==> src/rtl/button_pulse_gen.sv <==
// -----------------------------------------------------------------------------
// button_pulse_gen
//
// Debounces one raw push-button. Each accepted press produces a single-cycle
// press_pulse, and each accepted release produces a single-cycle release_pulse.
// The press pulse drives the count enable of a downstream BCD counter, which
// has no way to stall this block.
//
// Optional feature (macro BTN_AUTOREPEAT_EN): while the button stays held,
// further press pulses are produced. The first comes REPEAT_DELAY cycles after
// the accepted press, and later ones come every REPEAT_PERIOD cycles. When the
// macro is undefined, the repeat counter does not exist and each press gives
// exactly one pulse.
//
// Parameters:
//   DEBOUNCE_CYCLES  stable cycles needed to accept a press or release (>= 1)
//   REPEAT_DELAY     cycles from press_pulse to the first repeat pulse (>= 1)
//   REPEAT_PERIOD    cycles between later repeat pulses (>= 1)
//
// Ports:
//   clk            system clock, rising edge
//   rst            asynchronous active-high reset
//   btn            raw button, asynchronous to clk, active-high, bouncy
//   press_pulse    one-cycle pulse per accepted press (and per repeat)
//   release_pulse  one-cycle pulse per accepted release
//   btn_level      debounced button level
//
// All outputs come straight from flops.
// -----------------------------------------------------------------------------
module button_pulse_gen #(
    parameter int DEBOUNCE_CYCLES = 500000,
    parameter int REPEAT_DELAY    = 25000000,
    parameter int REPEAT_PERIOD   = 5000000
) (
    input  logic clk,
    input  logic rst,
    input  logic btn,
    output logic press_pulse,
    output logic release_pulse,
    output logic btn_level
);

    localparam int CW = $clog2(DEBOUNCE_CYCLES + 1);
    localparam logic [CW-1:0] CNT_LAST = CW'(DEBOUNCE_CYCLES - 1);

    // Stop elaboration on an illegal parameter set. This check also uses the
    // repeat parameters when the repeat logic is compiled out.
    generate
        if (DEBOUNCE_CYCLES < 1 || REPEAT_DELAY < 1 || REPEAT_PERIOD < 1) begin : g_param_check
            $error("button_pulse_gen: DEBOUNCE_CYCLES, REPEAT_DELAY and REPEAT_PERIOD must be >= 1");
        end
    endgenerate

    typedef enum logic [1:0] {
        IDLE         = 2'd0,
        PRESS_WAIT   = 2'd1,
        HELD         = 2'd2,
        RELEASE_WAIT = 2'd3
    } state_t;

    state_t          state_q;
    logic            s1_q;
    logic            s2_q;
    logic [CW-1:0]   cnt_q;
    logic [CW-1:0]   cnt_d;
    logic            press_q;
    logic            release_q;
    logic            level_q;

    assign cnt_d = cnt_q + CW'(1);

`ifdef BTN_AUTOREPEAT_EN
    localparam int RMAX = (REPEAT_DELAY > REPEAT_PERIOD) ? REPEAT_DELAY : REPEAT_PERIOD;
    localparam int RW   = $clog2(RMAX + 1);
    localparam logic [RW-1:0] RDELAY_LAST  = RW'(REPEAT_DELAY - 1);
    localparam logic [RW-1:0] RPERIOD_LAST = RW'(REPEAT_PERIOD - 1);

    logic [RW-1:0]   rcnt_q;
    logic [RW-1:0]   rcnt_d;
    logic            first_q;   // still waiting for the first (delay) repeat
    logic            rep_hit;

    assign rcnt_d  = rcnt_q + RW'(1);
    assign rep_hit = first_q ? (rcnt_q == RDELAY_LAST) : (rcnt_q == RPERIOD_LAST);
`endif

    always_ff @(posedge clk or posedge rst) begin
        if (rst) begin
            state_q   <= IDLE;
            s1_q      <= 1'b0;
            s2_q      <= 1'b0;
            cnt_q     <= '0;
            press_q   <= 1'b0;
            release_q <= 1'b0;
            level_q   <= 1'b0;
`ifdef BTN_AUTOREPEAT_EN
            rcnt_q    <= '0;
            first_q   <= 1'b1;
`endif
        end else begin
            s1_q      <= btn;
            s2_q      <= s1_q;
            // Pulses last one cycle unless set again below.
            press_q   <= 1'b0;
            release_q <= 1'b0;

            case (state_q)
                IDLE: begin
                    if (s2_q) begin
                        state_q <= PRESS_WAIT;
                        cnt_q   <= '0;
                    end
                end

                PRESS_WAIT: begin
                    if (!s2_q) begin
                        state_q <= IDLE;            // bounce: no pulse
                    end else if (cnt_q == CNT_LAST) begin
                        state_q <= HELD;
                        press_q <= 1'b1;
                        level_q <= 1'b1;
`ifdef BTN_AUTOREPEAT_EN
                        rcnt_q  <= '0;
                        first_q <= 1'b1;
`endif
                    end else begin
                        cnt_q <= cnt_d;
                    end
                end

                HELD: begin
                    if (!s2_q) begin
                        state_q <= RELEASE_WAIT;
                        cnt_q   <= '0;
                    end
`ifdef BTN_AUTOREPEAT_EN
                    else if (rep_hit) begin
                        press_q <= 1'b1;
                        rcnt_q  <= '0;
                        first_q <= 1'b0;
                    end else begin
                        rcnt_q <= rcnt_d;
                    end
`endif
                end

                RELEASE_WAIT: begin
                    if (s2_q) begin
                        // Release bounce: level stays high and the repeat wait
                        // restarts from the full delay.
                        state_q <= HELD;
`ifdef BTN_AUTOREPEAT_EN
                        rcnt_q  <= '0;
                        first_q <= 1'b1;
`endif
                    end else if (cnt_q == CNT_LAST) begin
                        state_q   <= IDLE;
                        release_q <= 1'b1;
                        level_q   <= 1'b0;
                    end else begin
                        cnt_q <= cnt_d;
                    end
                end

                default: state_q <= IDLE;
            endcase
        end
    end

    assign press_pulse   = press_q;
    assign release_pulse = release_q;
    assign btn_level     = level_q;

endmodule

==> config.mk <==
export PLATFORM = sky130hd
export DESIGN_NAME = button_pulse_gen
export DESIGN_NICKNAME = d
export VERILOG_FILES = /design/src/rtl/button_pulse_gen.sv
export SDC_FILE = /design/constraint.sdc
export NUM_CORES = 1
export LEC_CHECK = 0
export ABC_AREA = 1
export CAP_MARGIN = 10
export CORE_MARGIN = 1.5
export CORE_UTILIZATION = 50
export CTS_CLUSTER_DIAMETER = 30
export CTS_CLUSTER_SIZE = 40
export DETAILED_ROUTE_END_ITERATION = 8
export GPL_TIMING_DRIVEN = 1
export PLACE_DENSITY = 0.76
export REMOVE_ABC_BUFFERS = 1
export SLEW_MARGIN = 20
export SYNTH_ARGS = -nofsm -noshare
export SYNTH_HDL_FRONTEND = slang
export SYNTH_SLANG_ARGS = --single-unit
==> constraint.sdc <==
create_clock -name clk -period 2.8 [get_ports clk]
set_input_delay 0.56 -clock clk [delete_from_list [all_inputs] [get_ports clk]]
set_output_delay 0.56 -clock clk [all_outputs]
set_load 0.05 [all_outputs]
Word level (Yosys, flattened, before mapping) --
Index checks and enable logic that the tools add are counted.
Operators by class: reductions and logical operators 5, eq/ne operators 12, mux-type cells 23, $add $sub $neg 1
Operators by type and width (number):
- 19-bit 2-to-1 mux | 5
- 19-bit case mux with 4 select lines | 1
- 19-bit by 1-bit adder with 19-bit output, second input constant | 1
- 19-bit == test, second input constant | 1
- 2-bit 2-to-1 mux | 6
- 2-bit inequality test, second input constant | 6
- 1-bit 2-to-1 mux | 9
- 2-bit case mux with 4 select lines | 1
- 4-bit AND reduction | 2
- 3-bit inequality test, second input constant | 2
- 5-bit AND reduction | 1
- 2-bit == test, second input constant | 2
- 2-bit by 1-bit == test with 1-bit output, second input constant | 1
- 2-bit zero test | 1
- 1-bit case mux with 2 select lines | 1
- 2-bit nonzero test | 1
Storage, ports and cells: word-level logic and storage cells 48, output and inout port bits 3, flip-flop bits (word level) 26, input bits 3

Longest topological paths before layout --
word-level depth 4, depth in mapped cells 10, mapped depth without buffers 10

Worst setup path before layout --
Ideal clock, no wire load.
path type register to register, start register cnt_q[0], end register cnt_q[18], path slack 1.405 ns, path buffers 0, data arrival time 1.278 ns, stages on the path, launching flop included 11, setup time 0.116 ns, path through dfrtp_1 -> ha_1 -> nand2_1 -> nor2_4 -> nand2_2 -> nor2_2 -> nand2_1 -> nand2_1 -> nand2_1 -> nand2_1 -> nand2_1
Between the ends: word-level cells in the longest chain between the ends 4
RTL lines:
- start, declared | line 64 | logic [CW-1:0] cnt_q;
- start signal, assigned | line 127 | cnt_q <= cnt_d;
- start signal, assigned | line 161 | cnt_q <= cnt_d;
- 19-bit by 1-bit adder with 19-bit output / 19-bit == test (equally long branches) | line 70, 118, 156
- 19-bit 2-to-1 mux (*) | line 118, 156
- 19-bit 2-to-1 mux, on equally long branches | line 148, 116
- 19-bit case mux with 4 select lines (*) | line 107 | case (state_q)
Mark *: on every way between the ends. The rest lies on a longest branch, timed or not. The select of a mux whose other input is x is not followed. A chain may end at the register's enable or synchronous reset.

Final worst setup path --
start register level_q (netlist: btn_level), end output btn_level
RTL lines:
- start, declared | line 68 | logic level_q;
- start signal, assigned | line 95 | level_q <= 1'b0;
- start signal, assigned | line 121 | level_q <= 1'b1;
- start signal, assigned | line 159 | level_q <= 1'b0;
- end, declared | line 40 | output logic btn_level
No word-level cell between the ends.

==> summary.md <==
| Metric | Value |
|---|---|
| Share of cells above drive strength 1 | `0.119` |
| Vias in the first global route | `approximately 1.1k` |
| Met3 wire length | `~110 um` |
| Critical path arrival | `1.49 ns` |
| Flop2flop setup slack | `approximately 1.1 ns` |
| First-pass GRT wire length | `between 5 and 6 mm` |
| Mean post-synth cell area | `approximately 7.4 sq um` |
| VDD IR-drop max | `approximately 0.23 mV` |
| Complex-gate fraction of the synthesized area | `0.0957` |
| Num ports | `6` |
| Initial DRC Count | `66` |
| Dpl cell area | `1630 sq um` |
| Hold Crit Depth | `0` |
| WP buf/inv | `1` |
| DRC Markers | `0` |
| Final setup viols | `0` |
| Final WL | `slightly below 3 mm` |
| Initial core utilization | `0.518` |
| Crit-path max cell delay | `around 0.80 ns` |
| Max H-tree Level | `1` |
| Synth-to-Final Area Change | `8.04%` |
| Simple-Gate Fraction of Synth Area | `0.371` |
| Aggregate global-route resource usage | `0.191` |
| Via count | `about 1.3k` |
| DR WL/cell | `between 10 and 15 um` |
| Highest-count cells in the layout ignoring fill and taps | `80 x nand2_1, 30 x nor2_1, 26 x dfrtp_1` |
| Number of diodes | `0` |
| Post-synth top area share | `0.418` |
| #FFs+latches synth | `26` |
| Routed Antenna Nets | `0` |
| Final Instance Area | `~1700 sq um` |
| Crit path capture type | `primary output` |
| Largest net degree at the start of global routing | `27` |
| Post-cts repair resize count | `0` |
| Top cells by area, synth | `dfrtp_1 42%, nand2_1 19%, nor2_1 7.2%` |
| Cell family with most CP delay | `buffers and inverters` |
| Die area | `roughly 3500 sq um` |
| Dpl ws | `a little over 1 ns` |
| Die Y | `slightly below 60 um` |
| Pwr Density | `between 400 and 500 nW/um^2` |
| Min-delay src | `s1_q` |
| Crit path max fanout | `2` |
| Critical path launch point type | `register` |
| Bufs on Longest Clock Path | `2` |
| Unrepaired setup endpoints after global routing | `no` |
| Max_cap viols | `0` |
| Commonest non-fill, non-tap cell in the layout | `nand2_1` |
| Wl on met1 | `1.50 mm` |
| Fmax | `around 0.49 GHz` |
| Initial antenna violation count | `0` |
| Met2 wire len | `about 1.3 mm` |
| Clk root buf | `clkbuf_4` |
| Synth area leader | `dfrtp_1` |
| Synth warnings | `0` |
| Total power | `693 uW` |
| Mux share of post-synthesis cell area | `0` |
| LEAKAGE | `approximately 0.76 nW` |
| HP Class | `reg -> reg` |
| PortBufs | `5` |
| CTS clock-pin slew for the worst setup and hold paths | `about 0.15 ns` |
| CTS Buf Count | `3` |
| Row cnt | `20` |
| Global route overflow | `0` |
| Worst-path cell chain | `clkdlybuf4s50_1` |
| WHS Endpoint | `s2_q` |
| Placeable Area | `approximately 3000 sq um` |
| Tmin final | `2.05 ns` |
| Rel. slew slack | `0.671` |
| Xor/xnor cell area share of the yosys netlist | `0.0394` |
| Main combinational cell family by area after synthesis | `simple AND/OR/NAND/NOR gates` |
| Worst slew pin tran | `just under 0.5 ns` |
| Max stage delay cell, worst path | `clkdlybuf4s50_1` |
| Fin. max-slew vios | `0` |
| Reg2reg start | `cnt_q[0]` |
| RR Endpoint | `cnt_q[0]` |
| Crit Path Class | `reg -> out` |
| Cells after Synth | `210` |
| Outcome | `complete, no violations` |
| Placer Congestion | `roughly 0.89` |
| 1st-pass router iterations | `4` |
| CTS tree | `built` |
| Worst-skew pair later-pin latency | `about 0.33 ns` |
| Highest metal layer with signal wires | `met4` |
| # Post-CTS Setup Buffers | `0` |
| Worst setup path startpoint | `btn_level` |
| Tcrit/Tclk final | `0.733` |
| Die X | `58.8 um` |
| NumNets Final | `about 220` |
| Synth cell types | `20` |
| Reg2reg path depth | `7` |
| Critical Path RT | `between 2 and 2.5 ns` |
| Avg Vias per Cell | `~5` |
| CTS Hold Buffers Added | `0` |
| Clock Skew | `~0.0035 ns` |
| Adder-Cell Fraction of Synth Area | `0.00804` |
| Worst Setup Slack, final | `between 0.7 and 0.8 ns` |
| Seq/Total Area, Yosys | `0.418` |
| Setup TNS | `0 ns` |
| HPWL Detailed | `about 2.2 mm` |
| CTS Sinks | `26` |
| Final hold vios | `0` |
| Synth Cell Area | `approximately 1600 sq um` |
==> where the power goes <==
group	internal (mW)	total (mW)	leakage (nW)	switching, mW
Combinational	0.0126	0.0391	0.381	0.0265
Sequential	0.383	0.390	0.354	0.00744
Clock	0.145	0.263	0.0279	0.118
Total	0.540	0.693	0.763	0.152
==> final cells by class <==
type / count / area (sq um)
multi-input cells: 162 / 801
fillers: 281 / 1320
well taps: 33 / 41.3
clock inverters: 1 / 30.0
clock buffers: 3 / 22.5
flip-flops and latches: 26 / 651
repair buffers: 7 / 65.1
inverters: 19 / 71.3
==> flip-flops by register name (all words and copies together) (netlist names), named ones only <==
name / cells
s2_q: 1
s1_q: 1
press_pulse: 1
cnt_q: 19
release_pulse: 1
btn_level: 1
state_q: 1
==> kinds of logic (layout without fill, tap and decap cells) <==
kind of cell / after synthesis / in the layout
AO/OA/AOI/OAI: 20 / 20
XOR/XNOR: 7 / 7
adder cells (fa/ha/maj): 1 / 1
buffers and inverters: 22 / 30
flip-flops: 26 / 26
AND/OR/NAND/NOR: 134 / 134
==> stage by stage <==
step | cells | utilization | hold slack [ns]
after floorplan | 207 | - | 0.331
after global placement | 247 | 0.543 | 0.335
after detailed placement | 247 | 0.543 | 0.346
after CTS | 251 | 0.560 | 0.380
after global routing | 251 | 0.560 | 0.388
final | 251 | 0.560 | 0.373
==> Yosys cell counts, drive strengths merged <==
cell type	count
nand2	82
buf	3
ha	1
xor2	7
or2	1
nand3b	2
o21ai	17
nor2	35
nor3	2
nand3	10
o21bai	3
nand4	2
dfrtp	26
inv	19
==> routing by layer <==
metal / track usage / vias to the layer above
li1: - / 666
met2: 0.297 / 31
met3: 0.0352 / 7
met4: 0.0779 / 0
met5: 0 / -
met1: 0.263 / 579
==> worst max path at each step <==
stage | end | depth (start not counted)
2_1_floorplan | cnt_q[10] | 8
3_3_place_gp | cnt_q[10] | 8
3_5_place_dp | cnt_q[0] | 7
4_1_cts | btn_level | 1
5_1_grt | release_pulse | 1
6_report | btn_level | 1
Power figures use the tool's default switching activity.
